--- src/rtl/comparador_serial_der_izq_pkg.sv ---
// rtl/comparador_serial_der_izq_pkg.sv - shared state and result codes for the serial comparator
package comparador_serial_der_izq_pkg;

    // FSM state encodings
    localparam logic [1:0] S_IDLE = 2'd0;
    localparam logic [1:0] S_RUN  = 2'd1;
    localparam logic [1:0] S_DONE = 2'd2;

    // (f,g) result codes; 2'b11 is never produced
    localparam logic [1:0] RES_EQ = 2'b00;
    localparam logic [1:0] RES_GT = 2'b10;
    localparam logic [1:0] RES_LT = 2'b01;

    typedef enum logic [1:0] {
        ST_IDLE = S_IDLE,
        ST_RUN  = S_RUN,
        ST_DONE = S_DONE
    } state_e;

endpackage

--- src/rtl/comparador_serial_der_izq_celda.sv ---
// rtl/comparador_serial_der_izq_celda.sv - right-to-left comparator cell for one digit pair
import comparador_serial_der_izq_pkg::*;

module celda_der_izq #(
    parameter int DIGIT_W = 3
) (
    input  logic               f_in,
    input  logic               g_in,
    input  logic [DIGIT_W-1:0] A,
    input  logic [DIGIT_W-1:0] B,
    output logic               f_mid,
    output logic               g_mid
);

    logic [1:0] fg_mid;

    // A more significant digit that differs overrides the lower-digit decision;
    // equal digits pass the incoming decision through unchanged.
    always_comb begin
        fg_mid = {f_in, g_in};
        if (A > B) begin
            fg_mid = RES_GT;
        end else if (A < B) begin
            fg_mid = RES_LT;
        end
    end

    assign f_mid = fg_mid[1];
    assign g_mid = fg_mid[0];

endmodule

--- src/rtl/comparador_serial_der_izq.sv ---
// rtl/comparador_serial_der_izq.sv - bit-serial LSB-first magnitude comparator
import comparador_serial_der_izq_pkg::*;

module comparador_serial_der_izq #(
    parameter int DIGIT_W  = 3,
    parameter int N_DIGITS = 4
) (
    input  logic               clk,
    input  logic               rst_n,
    input  logic               start,
    input  logic               in_valid,
    output logic               in_ready,
    input  logic [DIGIT_W-1:0] A,
    input  logic [DIGIT_W-1:0] B,
    output logic               busy,
    output logic               done,
    output logic               f_out,
    output logic               g_out
);

    localparam int CNT_W = $clog2(N_DIGITS + 1);
    localparam logic [CNT_W-1:0] CNT_LAST = CNT_W'(N_DIGITS - 1);
    localparam logic [CNT_W-1:0] CNT_ONE  = CNT_W'(1);

    state_e           state_q, state_d;
    logic [CNT_W-1:0] cnt_q, cnt_d;
    logic [1:0]       fg_q, fg_d;
    logic [1:0]       res_q, res_d;
    logic             f_mid, g_mid;
    logic             accept;

    celda_der_izq #(
        .DIGIT_W (DIGIT_W)
    ) u_celda (
        .f_in  (fg_q[1]),
        .g_in  (fg_q[0]),
        .A     (A),
        .B     (B),
        .f_mid (f_mid),
        .g_mid (g_mid)
    );

    // Handshake outputs depend only on state so in_ready never sees in_valid.
    assign in_ready = (state_q == ST_RUN);
    assign busy     = (state_q != ST_IDLE);
    assign done     = (state_q == ST_DONE);
    assign f_out    = res_q[1];
    assign g_out    = res_q[0];
    assign accept   = in_valid && in_ready;

    // Next-state, digit counter, running decision and result capture.
    always_comb begin
        state_d = state_q;
        cnt_d   = cnt_q;
        fg_d    = fg_q;
        res_d   = res_q;
        case (state_q)
            ST_IDLE: begin
                if (start) begin
                    state_d = ST_RUN;
                    cnt_d   = '0;
                    fg_d    = RES_EQ;
                end
            end
            ST_RUN: begin
                if (accept) begin
                    fg_d  = {f_mid, g_mid};
                    cnt_d = cnt_q + CNT_ONE;
                    if (cnt_q == CNT_LAST) begin
                        // Load the result now so it is visible in the done cycle.
                        state_d = ST_DONE;
                        res_d   = {f_mid, g_mid};
                    end
                end
            end
            ST_DONE: begin
                state_d = ST_IDLE;
            end
            default: begin
                state_d = ST_IDLE;
            end
        endcase
    end

    // State, counter, decision and result registers with synchronous reset.
    always_ff @(posedge clk) begin
        if (!rst_n) begin
            state_q <= ST_IDLE;
            cnt_q   <= '0;
            fg_q    <= RES_EQ;
            res_q   <= RES_EQ;
        end else begin
            state_q <= state_d;
            cnt_q   <= cnt_d;
            fg_q    <= fg_d;
            res_q   <= res_d;
        end
    end

endmodule

--- config.mk ---
export PLATFORM = sky130hd
export DESIGN_NAME = comparador_serial_der_izq
export DESIGN_NICKNAME = d
export VERILOG_FILES = /design/src/rtl/comparador_serial_der_izq_pkg.sv /design/src/rtl/comparador_serial_der_izq_celda.sv /design/src/rtl/comparador_serial_der_izq.sv
export SDC_FILE = /design/constraint.sdc
export NUM_CORES = 1
export LEC_CHECK = 0
export CORE_ASPECT_RATIO = 1.1
export CORE_UTILIZATION = 32
export CTS_BUF_LIST = sky130_fd_sc_hd__clkbuf_8 sky130_fd_sc_hd__clkbuf_16
export DETAILED_ROUTE_END_ITERATION = 8
export PLACE_DENSITY = 0.65
export SLEW_MARGIN = 20
export SYNTH_ARGS = -nofsm -noshare
export SYNTH_HDL_FRONTEND = slang
export SYNTH_SLANG_ARGS = --single-unit
--- constraint.sdc ---
create_clock -name clk -period 1.87 [get_ports clk]
set_clock_uncertainty 0.15 [all_clocks]
set_input_delay 0.187 -clock clk [delete_from_list [all_inputs] [get_ports clk]]
set_output_delay 0.187 -clock clk [all_outputs]
set_load 0.01 [all_outputs]
# Word-level counts from Yosys, hierarchy flattened
# Cells that the tools add are included.
# op_classes
shift	0
n_reduce_logical	7
n_eq_ne	6
n_addsub	1
mul	0
n_mux	12
div_mod_pow	0
order_cmp	2
n_bitwise	0
# op_table
operator	count
$mux W2	7
$reduce_and A3 Y1	3
$pmux W2 S2	2
$mux W3	2
$pmux W3 S2	1
$ne A2 B1 Y1 const B	2
$reduce_bool A2 Y1	2
$add A3 B1 Y3 const B	1
$eq A3 B2 Y1 const B	1
$gt A3 B3 Y1	1
$lt A3 B3 Y1	1
$eq A2 B1 Y1 const B	1
$eq A2 B2 Y1 const B	1
$logic_not A2 Y1	1
$ne A2 B2 Y1 const B	1
$logic_and A1 B1 Y1	1
# totals
mem_bits_rw	0
output_inout_bits	5
romBits	0
n_memories	0
inputBits	10
latchBits	0
reg_bits	9
word_cells	32

# Depth between registers and ports, before layout
# depth
word_depth	5
mapped_depth	6
ltp_nobuf	6

# Hierarchy
# Synthesis repeated with hierarchy kept, for this count alone.
# hier_totals
hier_cells	51
area_unflattened_um2	481.7
# by_module_without_submodules
module	instances	cells_per_inst	area_per_inst_um2	seq_area_each_um2
comparador_serial_der_izq	1	39	392.9	180.2
celda_der_izq	1	12	88.8	0.0

# Least setup slack after synthesis
# Ideal clock, no wire load.
# synth_path
path_type	register to register
startpoint	reg cnt_q[0]
endpoint	reg res_q[1]
n_path_buf	0
t_required_ns	1.654
t_arrival_ns	1.084
stages_incl_launch_ff	6
synth_period_minus_slack_ns	1.300
setup_slack_ns	0.570
path_cell_list	dfxtp_1 ha_1 ha_1 and3_4 nand2b_1 a21boi_2
# synth_via
elab_chain_cells	2
# synth_rtl
element	line_no	rtl
start: declaration	comparador_serial_der_izq.sv:26	logic [CNT_W-1:0] cnt_q, cnt_d;
start signal: assignment	comparador_serial_der_izq.sv:94	cnt_q <= cnt_d;
$eq A3 B2 Y1	comparador_serial_der_izq.sv:69	if (cnt_q == CNT_LAST) begin
$reduce_and A3 Y1 (no source line)	n/a	
end signal: assignment	comparador_serial_der_izq.sv:96	res_q <= res_d;
end: declaration	comparador_serial_der_izq.sv:28	logic [1:0] res_q, res_d;
# No other way between the ends.
# A chain may end at the register's enable or synchronous reset.

# Worst setup path after layout
# layout_path
startpoint	reg state_q[0]
endpoint	out in_ready
# layout_via
elab_chain_cells	1
# layout_rtl
element	line_no	rtl
start: declaration	comparador_serial_der_izq.sv:25	state_e state_q, state_d;
start signal: assignment	comparador_serial_der_izq.sv:93	state_q <= state_d;
$eq A2 B1 Y1	comparador_serial_der_izq.sv:44	assign in_ready = (state_q == ST_RUN);
end: declaration	comparador_serial_der_izq.sv:12	output logic in_ready,
# No other way between the ends.

==> summary.txt <==
Place
  • GP Congestion: 0.723
  • Instance area at placement: 683 um^2
  • PortBufs: 14
  • HPWL after detailed placement: 770 um
  • Setup WS pre-CTS: 59.0 ps

Setup path
  • Cell at the slowest stage of the critical path: clkdlybuf4s50_1
  • Worst-path cell chain: nor2b_1 -> clkdlybuf4s50_1
  • Data required time at the worst endpoint: 1530 ps
  • Critical path class: reg2out
  • Arrival @ worst endpoint: 1420 ps
  • Longest individual stage delay on the worst path: 560 ps
  • Maximum fanout along the worst path: 6
  • Category of the worst setup path launch point: register
  • Delay-heaviest family, CP: buffers and inverters
  • Buf/Inv on CP: 1
  • Kind of capture point of the worst setup path: primary output

Clock tree
  • Buffer levels on the longest clock path: 2
  • Inserted Clock Buffers: 3
  • Worst-path clk slew: 50 ps
  • Count of buffers added by post-CTS timing repair for setup: 0
  • Clock sink count: 9
  • Clock Latency Late Sink: 230 ps
  • H-Tree Depth: 1
  • Post-CTS Hold Fix Bufs: 0
  • TritonCTS clock tree: built
  • Post-cts resize count: 0
  • Clk Tree Root Cell: clkbuf_8

Die
  • Row count: 14
  • CORE AREA: 1440 um^2
  • Die extent in x: 40.5 um
  • Y dimension of the die: 44.4 um
  • Initial Utilization: 36.4%
  • Number of top-level pins: 15
  • Die Outline Area: 1800 um^2

Pwr
  • Sw Share: 23.5%
  • Fraction of power consumed by sequential logic: 40.0%
  • Psw: 119 uW
  • Total power density per cell area: 692 nW/um^2
  • Clock share of power: 43.7%
  • Leakage power: 0.000302 uW
  • Internal power contribution: 385 uW
  • VDD IR-drop max: 0.285 mV
  • Fraction of power consumed by combinational cells: 16.3%

Synthesis
  • Async set-reset flop share out of synthesis: 0%
  • Seq/Total Area, Yosys: 34.4%
  • Number of library cell types mapped by synthesis: 31
  • EDFF count, synth: 0
  • Number of synthesized register bits: 9
  • Most repeated cell in the gate-level netlist after synthesis: dfxtp_1
  • Post-Syn Area: 523 um^2
  • Portion of synthesized cell area occupied by the leading cell type: 34.4%
  • Most area-consuming cells after synthesis: dfxtp_1 34%, ha_1 12%, nand3_1 4.8%
  • Post-synthesis cell type with the largest combined area: dfxtp_1
  • Number of warnings printed during yosys synthesis: 0
  • Most frequently used flop master after synthesis: dfxtp_1
  • Commonest cells post-synth: 9 x dfxtp_1, 5 x ha_1, 5 x nand2_1, 5 x nand3_1, 4 x inv_1
  • Avg Synthesized Cell Area: 9.18 um^2
  • Synthesized Nets: 72
  • Gate count after technology mapping: 57

Flow run
  • Max-Cap Viols: 0

Routing
  • Number of DRC markers in iteration 0: 3
  • Routed length per placed instance: 11.2 um
  • Number of vias in the routed layout: 458
  • Drt via density: 5.03
  • Routed wire length: 1020 um
  • Post-DRT Antenna Nets: 0
  • First-pass iteration count of the detailed router: 2
  • Final routed DRC violation total: 0

Timing
  • Slew headroom: 77.2%
  • Shortest period the worst path allows: 1750 ps
  • Final setup TNS: 0 ps
  • Highest achievable clock rate: 570 MHz
  • Max-slew violation count: 0
  • Unrepaired setup endpoints after global routing: false
  • Fraction of the cycle the final worst path needs: 93.8%
  • Number of hold violations in the final report: 0
  • Crit path setup slack, layout: 116 ps
  • Final setup violation count: 0
  • Worst-case hold slack: 310 ps
  • Pin slew with the least headroom to its limit: 341 ps

Final layout
  • Post-layout instance area: 728 um^2
  • Share of layout cells above drive strength 1: 14.7%
  • Fillers: 143
  • Relative area change from synthesis to final layout: 39.2%
  • Number of nets in the finished design: 91
  • Antenna Cells: 0

Global route
  • Maximum number of pins on one net before global-route repair: 12
  • Leftover overflow at the end of global routing: 0
  • Wire length of the first global-routing pass: 1660 um
  • Total global routing track utilization: 13.6%
  • Number of antenna violations at the first check in global routing: 0
  • Vias in the first global route: 410

Worst hold path
  • Class of the most critical hold timing path: reg2reg

Status
  • Run status: complete, no violations
## registers in the layout, summed over array words and instances, names as in the netlist
register / cells
cnt_q: 3
fg_q: 2
res_q: 2
state_q: 2
## tightest hold or removal path, delay by kind of cell, from the launching register on
family,cells,cell delay (ps)
AO/OA/AOI/OAI,1,50
AND/OR/NAND/NOR,1,50
flip-flops,1,310
## path summary, 6_finish.rpt
check | cells after the start | from | slack [ps] | end
worst max-delay path | 2 | state_q[0] | 120 | in_ready
worst min-delay path | 2 | cnt_q[1] | 310 | cnt_q[1]
worst max register to register | 5 | state_q[0] | 410 | res_q[0]
worst min register to register | 2 | cnt_q[1] | 310 | cnt_q[1]
## cells by family after synthesis
logic type,Yosys count,share of synthesized area (%)
and+or+nand+nor,23,25.4
DFF,9,34.4
muxes,1,1.91
AOI/OAI and AO/OA,13,20.6
adders and majority gates,5,12.0
buffers and inverters,6,5.74
## cell usage in the layout, fill, tap and decap left out, drive strengths merged
cell,count
a21boi,3
a21oi,1
a31oi,1
and2,2
and2b,1
and3,2
buf,2
clkbuf,3
clkdlybuf4s50,14
dfxtp,9
ha,5
inv,5
mux2i,1
nand2,5
nand2b,1
nand3,5
nand3b,1
nand4,1
nor2,1
nor2b,1
nor3b,1
o211ai,2
o21ai,3
o22ai,1
o2bb2ai,2
or2,2
## power by group through the flow
stage / logic (uW) / clock network [uW] / registers (uW)
2_1_floorplan: 47.0 / 0 / 204
3_3_place_gp: 79.8 / 0 / 205
3_5_place_dp: 82.2 / 0 / 205
4_1_cts: 82.8 / 225 / 202
5_1_grt: 90.7 / 239 / 202
6_report: 82.0 / 220 / 202
## cell type report
| type | count | area, um^2 | area share [%] |
|---|---|---|---|
| Multi-Input combinational cell | 42 | 313 | 43.0 |
| Inverter | 4 | 15.0 | 2.06 |
| Sequential cell | 9 | 180 | 24.7 |
| Tap cell | 16 | 20.0 | 2.75 |
| Clock inverter | 1 | 3.75 | 0.515 |
| Timing Repair Buffer | 16 | 155 | 21.3 |
| Clock buffer | 3 | 41.3 | 5.67 |
## metrics by stage
step | utilization [%] | cells | power, uW
4_1_cts | 50.7 | 91 | 509
3_5_place_dp | 47.6 | 87 | 287
5_1_grt | 50.7 | 91 | 532
3_3_place_gp | 47.6 | 87 | 285
6_report | 50.7 | 91 | 504
2_1_floorplan | - | 57 | 251
## layer usage
metal	wire length, um	track usage (%)	vias up	part of all wire, %
li1	-	-	237	-
met1	488	17.9	214	48
met2	510	20.6	7	50
met3	21	3.02	0	2.1
met4	0	6.00	0	0
met5	0	0	-	0
Power figures use the tool's default switching activity.
